[config.mk]
export PLATFORM = sky130hd
export DESIGN_NAME = timer_sel_countdown_flat
export DESIGN_NICKNAME = d
export VERILOG_FILES = /design/src/rtl/timer_sel_countdown_if.sv /design/src/rtl/timer_sel_countdown.sv /design/src/flat_wrapper.sv
export SDC_FILE = /design/constraint.sdc
export NUM_CORES = 1
export LEC_CHECK = 0
export BUFFER_PORTS_ARGS = -buffer_cell sky130_fd_sc_hd__buf_4
export CAP_MARGIN = 10
export CORE_UTILIZATION = 50
export DETAILED_ROUTE_END_ITERATION = 10
export GPL_ROUTABILITY_DRIVEN = 0
export PLACE_DENSITY = 0.81
export SLEW_MARGIN = 5
export SYNTH_ARGS = -nofsm -noshare
export SYNTH_HDL_FRONTEND = slang
export SYNTH_SLANG_ARGS = --single-unit
[constraint.sdc]
create_clock -name i_clk -period 3.2 [get_ports i_clk]
set_input_delay 0.64 -clock i_clk [delete_from_list [all_inputs] [get_ports i_clk]]
set_output_delay 0.64 -clock i_clk [all_outputs]
set_load 0.02 [all_outputs]
[src/rtl/timer_sel_countdown_if.sv]
// Control and status bundle for the selectable countdown timer.
// The master drives the controls and the slave reports selection and countdown.
interface timer_sel_countdown_if #(
  parameter int NUM_TIMES = 3,
  parameter int SEL_W     = 2,
  parameter int CNT_W     = 8
);
  logic                 i_enable;
  logic                 i_btn;
  logic                 i_tick;
  logic [SEL_W-1:0]     o_sel;
  logic [NUM_TIMES-1:0] o_time_led;
  logic [CNT_W-1:0]     o_remaining;
  logic                 o_time_active;
  logic                 o_expire;

  modport master (
    output i_enable, i_btn, i_tick,
    input  o_sel, o_time_led, o_remaining,
    input  o_time_active, o_expire
  );

  modport slave (
    input  i_enable, i_btn, i_tick,
    output o_sel, o_time_led, o_remaining,
    output o_time_active, o_expire
  );
endinterface

[src/rtl/timer_sel_countdown.sv]
// Button-cycled timer presets (k*UNIT_TICKS) counted down by a tick strobe.
// Expiry returns the selection to OFF with a one-cycle pulse.
module timer_sel_countdown #(
  parameter int NUM_TIMES  = 3,
  parameter int SEL_W      = 2,
  parameter int UNIT_TICKS = 10,
  parameter int CNT_W      = 8
) (
  input  logic i_clk,
  input  logic i_reset,
  timer_sel_countdown_if.slave bus
);

  localparam logic [SEL_W-1:0] SEL_MAX = SEL_W'(NUM_TIMES);
  localparam logic [CNT_W-1:0] UNIT    = CNT_W'(UNIT_TICKS);

  logic [SEL_W-1:0] sel_q;
  logic [CNT_W-1:0] rem_q;
  logic             exp_q;
  logic [SEL_W-1:0] next_sel;
  logic [CNT_W-1:0] preset;

  assign next_sel = (sel_q == SEL_MAX) ? '0 : sel_q + SEL_W'(1);
  // Widen before multiplying so the preset never truncates.
  assign preset   = CNT_W'(next_sel) * UNIT;

  always_ff @(posedge i_clk or negedge i_reset) begin
    if (!i_reset) begin
      sel_q <= '0;
      rem_q <= '0;
      exp_q <= 1'b0;
    end else begin
      exp_q <= 1'b0;
      if (!bus.i_enable) begin
        sel_q <= '0;
        rem_q <= '0;
      end else if (bus.i_btn) begin
        sel_q <= next_sel;
        rem_q <= preset;
      end else if (bus.i_tick && sel_q != '0 && rem_q != '0) begin
        rem_q <= rem_q - CNT_W'(1);
        if (rem_q == CNT_W'(1)) begin
          sel_q <= '0;
          exp_q <= 1'b1;
        end
      end
    end
  end

  always_comb begin
    bus.o_time_led = '0;
    for (int k = 0; k < NUM_TIMES; k++) begin
      bus.o_time_led[k] = (sel_q == SEL_W'(k + 1));
    end
  end

  assign bus.o_sel         = sel_q;
  assign bus.o_remaining   = rem_q;
  assign bus.o_expire      = exp_q;
  assign bus.o_time_active = (sel_q != '0);

endmodule
[src/flat_wrapper.sv]
// flat-port wrapper written by rule: the top's interface ports become plain ports
module timer_sel_countdown_flat 
#(
  parameter int NUM_TIMES  = 3,
  parameter int SEL_W      = 2,
  parameter int UNIT_TICKS = 10,
  parameter int CNT_W      = 8
)
  (i_clk, i_reset, bus_i_enable, bus_i_btn, bus_i_tick, bus_o_sel, bus_o_time_led, bus_o_remaining, bus_o_time_active, bus_o_expire);
  timer_sel_countdown_if #(.NUM_TIMES(NUM_TIMES), .SEL_W(SEL_W), .CNT_W(CNT_W)) bus_i ();
  input  logic i_clk;
  input  logic i_reset;
  input wire logic [$bits(bus_i.i_enable)-1:0] bus_i_enable;
  input wire logic [$bits(bus_i.i_btn)-1:0] bus_i_btn;
  input wire logic [$bits(bus_i.i_tick)-1:0] bus_i_tick;
  output wire logic [$bits(bus_i.o_sel)-1:0] bus_o_sel;
  output wire logic [$bits(bus_i.o_time_led)-1:0] bus_o_time_led;
  output wire logic [$bits(bus_i.o_remaining)-1:0] bus_o_remaining;
  output wire logic [$bits(bus_i.o_time_active)-1:0] bus_o_time_active;
  output wire logic [$bits(bus_i.o_expire)-1:0] bus_o_expire;
  assign bus_i.i_enable = bus_i_enable;
  assign bus_i.i_btn = bus_i_btn;
  assign bus_i.i_tick = bus_i_tick;
  assign bus_o_sel = bus_i.o_sel;
  assign bus_o_time_led = bus_i.o_time_led;
  assign bus_o_remaining = bus_i.o_remaining;
  assign bus_o_time_active = bus_i.o_time_active;
  assign bus_o_expire = bus_i.o_expire;
  timer_sel_countdown #(.NUM_TIMES(NUM_TIMES), .SEL_W(SEL_W), .UNIT_TICKS(UNIT_TICKS), .CNT_W(CNT_W)) u_core (.i_clk(i_clk), .i_reset(i_reset), .bus(bus_i));
endmodule
==> results.md <==
- The run finished with clean final reports.
- In this design, the stage delay of the slowest critical-path cell is 0.46 ns.
- The number of DRC violations after detailed-routing iteration 0 is 25.
- The effective utilization at floorplan is 57.6%.
- Tracing the worst setup path back leads to its startpoint at u_core.bus.o_remaining[0].
- The maximum frequency from static timing analysis is 518 MHz.
- For the pin with the worst max-slew slack, the measured transition is 0.508 ns.
- The wire length per cell is 14.6 um.
- The count of mapped cells out of synthesis is 72.
- The proportion of synthesized chip area in sequential cells is 40.3%.
- The largest net degree at the start of global routing is 12.
- The hold buffer count at cts is 0.
- For this run, global-route usage on met3 was measured as 4.62%.
- After detailed routing, the total wire length is 1580 um.
- In the final layout, the share of cells above drive strength 1 is 26.6%.
- The clock buffer count from CTS is 3.
- The clock edge transition at the registers on the reported setup and hold paths is 0.07 ns.
- The most frequent standard cell in the layout excluding fill and tap cells is buf_4.
- Traced cell by cell, the critical path runs through inv_1 > ha_1 > nor3b_1 > a21oi_1 > a211oi_1 > a311oi_1.
- Setup violations remaining at the end of the flow were counted as 0.
- The routed via count divided by cell count is 5.64.
- The placeable core region is 1190 um2.
- The post-detailed-placement cell area is 840 um2.
- The number of levels in the clock H-tree is 1.
- At the worst endpoint, the required time is 3.33 ns.
- The worst max-slew margin expressed relative to the limit is 65.9%.
- The number of remaining DRC errors is 0.
- The number of max-cap violations is 0.
- From bottom edge to top edge, the die measures 39.0 um.
- The arrival time at the worst endpoint is 2.06 ns.
- For the worst-skew pair, the clock arrives at the later sink with an insertion delay of 0.27 ns.
- The fraction of met2 tracks used by global routing is 45.0%.
- Excluding fillers, the count of instances in the completed layout stands at 108.
- The synthesized netlist net count is 84.
- In the finished design, the share of the clock period the worst path needs comes to 60.3%.
- In this run the critical register-to-register path is launched from u_core.bus.o_remaining[0].
- After clock tree synthesis, the setup repair step added 0 buffers.
- The number of buffers on the longest clock path is 2.
- The post-route cell area is 866 um2.
- The total congestion overflow is 0.
- The number of buffers and inverters on the critical path is 1.
- met2 is the most crowded layer.
- The final layout contains 107 nets.
- The detailed router placed 609 vias in this run.
- The clock tree skew after final layout is 0.000792 ns.
- The clock root buffer is clkbuf_4.
- The first detailed-routing pass took 4 iterations.
- For this run, the total global-route usage over all layers was measured as 24.9%.
- The count of boundary I/O pins is 20.
- The number of hold violations in the final report is 0.
- The number of distinct library cells after synthesis is 29.
- Setup total negative slack on the finished layout was measured at 0 ns.
- In the post-route analysis, the smallest setup slack over all paths is 1.27 ns.
- The path class of the tightest hold or removal check is input pin to asynchronous set/reset pin.
- Compared with the post-synthesis result, the final layout area differs by 26.7%.
- The number of pins exceeding their max-slew limit in the final report is 0.
- The number of warnings issued by yosys is 0.
- The setup slack at placement is 1.42 ns.
- The width of the die is 39.0 um.
- The half-perimeter wire length after detailed placement is 1090 um.
- The family of cells with the greatest summed delay on the critical path is compound AO/OA/AOI/OAI gates.
- In the global route stage, met1 resource usage came out at 26.7%.
- The number of clock sinks seen by CTS is 11.
- The type of destination of the critical path is a flip-flop.
- In this run, synthesis produced a sequential element count of 11.
- Of all nets on the critical path, the largest fanout is 6.
- The first global-routing pass estimated 2460 um of wire.
- The number of core rows is 12.
- The master of the slowest instance on the critical path is dfrtp_1.
- The analysis attributes to cell leakage a power of 0.425 nW.
- The total of buffers placed on input and output ports is 19.
- Setup repair after global routing left no endpoint under its margin.
- TritonCTS built the clock tree.
- The number of global-route vias before repair was 592.
- The final period demand of the worst path is 1.93 ns.
- In this run the remaining antenna-violating nets after routing total 0.
- After clock tree synthesis, the repair step resized 0 gates.
- The average instance in the mapped netlist occupies 9.49 um2.
- The number of antenna violations at the first check in global routing is 0.
- Across the VDD grid, the largest voltage drop is 0.293 mV.
- The top cell types in the final layout, fill and taps aside, are buf_4 (19), dfrtp_1 (11), nor2_1 (9).
- For this design the ratio of total power to cell area is 426 nW/um2.
- STA classifies the critical path startpoint as a flip-flop.
- The number of instances in the placed design is 104.
- The critical path in this run is classified as flip-flop to flip-flop.
- The post-synthesis cell area is 683 um2.
- The count of antenna diodes in the layout is 0.
- The die area is 1520 um2.
- The number of inserted filler cells in the final layout is 96.
## area by class of cell
| class | count | area (um2) | share of cell area, % |
|---|---|---|---|
| Clock buffer | 4 | 26.3 | 3.03 |
| Inverter | 8 | 30.0 | 3.47 |
| Multi-Input combinational cell | 52 | 374 | 43.2 |
| Sequential cell | 11 | 275 | 31.8 |
| Tap cell | 14 | 17.5 | 2.02 |
| Timing Repair Buffer | 19 | 143 | 16.5 |
## worst register-to-register path: stages (launching register included)
cell and delay (ns):
dfrtp_1 0.46, inv_1 0.11, ha_1 0.17, nor3b_1 0.37
a21oi_1 0.22, a211oi_1 0.34, a311oi_1 0.11
## final timing paths
path	endpoint	slack [ns]	depth (start not counted)
max in group asynchronous	u_core.bus.o_remaining[5]	2.87	1
min in group i_clk	u_core.bus.o_sel[1]	0.61	1
hold reg to reg	u_core.bus.o_sel[1]	0.61	1
setup reg to reg	u_core.bus.o_remaining[4]	1.27	6
hold / removal	u_core.bus.o_sel[0]	0.19	1
setup / recovery	u_core.bus.o_remaining[4]	1.27	6
## metrics by stage
step | utilization [%] | power [mW] | hold WS [ns]
after floorplan | - | 0.233 | 0.344
after global placement | 70.8 | 0.271 | 0.481
after detailed placement | 70.8 | 0.273 | 0.486
after CTS | 73.0 | 0.370 | 0.194
after global routing | 73.0 | 0.389 | 0.191
final | 73.0 | 0.369 | 0.185
## cells in the mapped netlist
library cell,number,area [um2]
dfrtp_1,11,275
nor2_1,9,33.8
inv_1,8,30.0
ha_1,7,87.6
a21oi_1,5,25.0
nor3_1,3,15.0
a311oi_1,2,17.5
nand2b_1,2,12.5
nand4_1,2,12.5
nor2b_1,2,12.5
o21ai_0,2,10.0
xnor2_1,2,17.5
a211oi_1,1,7.51
a21o_1,1,7.51
a21oi_2,1,8.76
a31o_2,1,8.76
a31oi_1,1,6.26
a32o_1,1,10.0
a41o_1,1,10.0
a41oi_1,1,8.76
clkbuf_1,1,3.75
nand2_1,1,3.75
nand3b_1,1,7.51
nor3b_1,1,7.51
nor4_1,1,6.26
o32a_1,1,10.0
o32ai_1,1,8.76
or4_1,1,7.51
or4_4,1,11.3
## state kept, by name (all words and copies together) (netlist names)
signal                  flops
u_core.bus.o_sel            2
u_core.bus.o_expire         1
u_core.bus.o_remaining      8
## cell families (layout without fill, tap and decap cells)
kind of cell / Yosys count / in the layout / share of synthesized area [%]
DFF: 11 / 11 / 40.3
adders and majority gates: 7 / 7 / 12.8
AOI/OAI and AO/OA: 19 / 19 / 20.3
and+or+nand+nor: 24 / 24 / 19.0
xor gates and xnor gates: 2 / 2 / 2.56
buffers and inverters: 9 / 31 / 4.94
## power by group
| group | switching [mW] | leakage (nW) | internal [mW] |
|---|---|---|---|
| combinational | 0.0650 | 0.262 | 0.0457 |
| clock | 0.0482 | 0.0150 | 0.0483 |
| sequential | 0.0143 | 0.148 | 0.147 |
| total | 0.127 | 0.425 | 0.241 |
## routing by layer
metal	share of wire (%)	up-vias	wire length, um
met5	0	-	0
met4	2.5	0	40
met3	5.8	7	92
met2	49	25	782
met1	42	269	665
li1	-	308	-
Note: power is estimated with default switching activity, not from simulation.
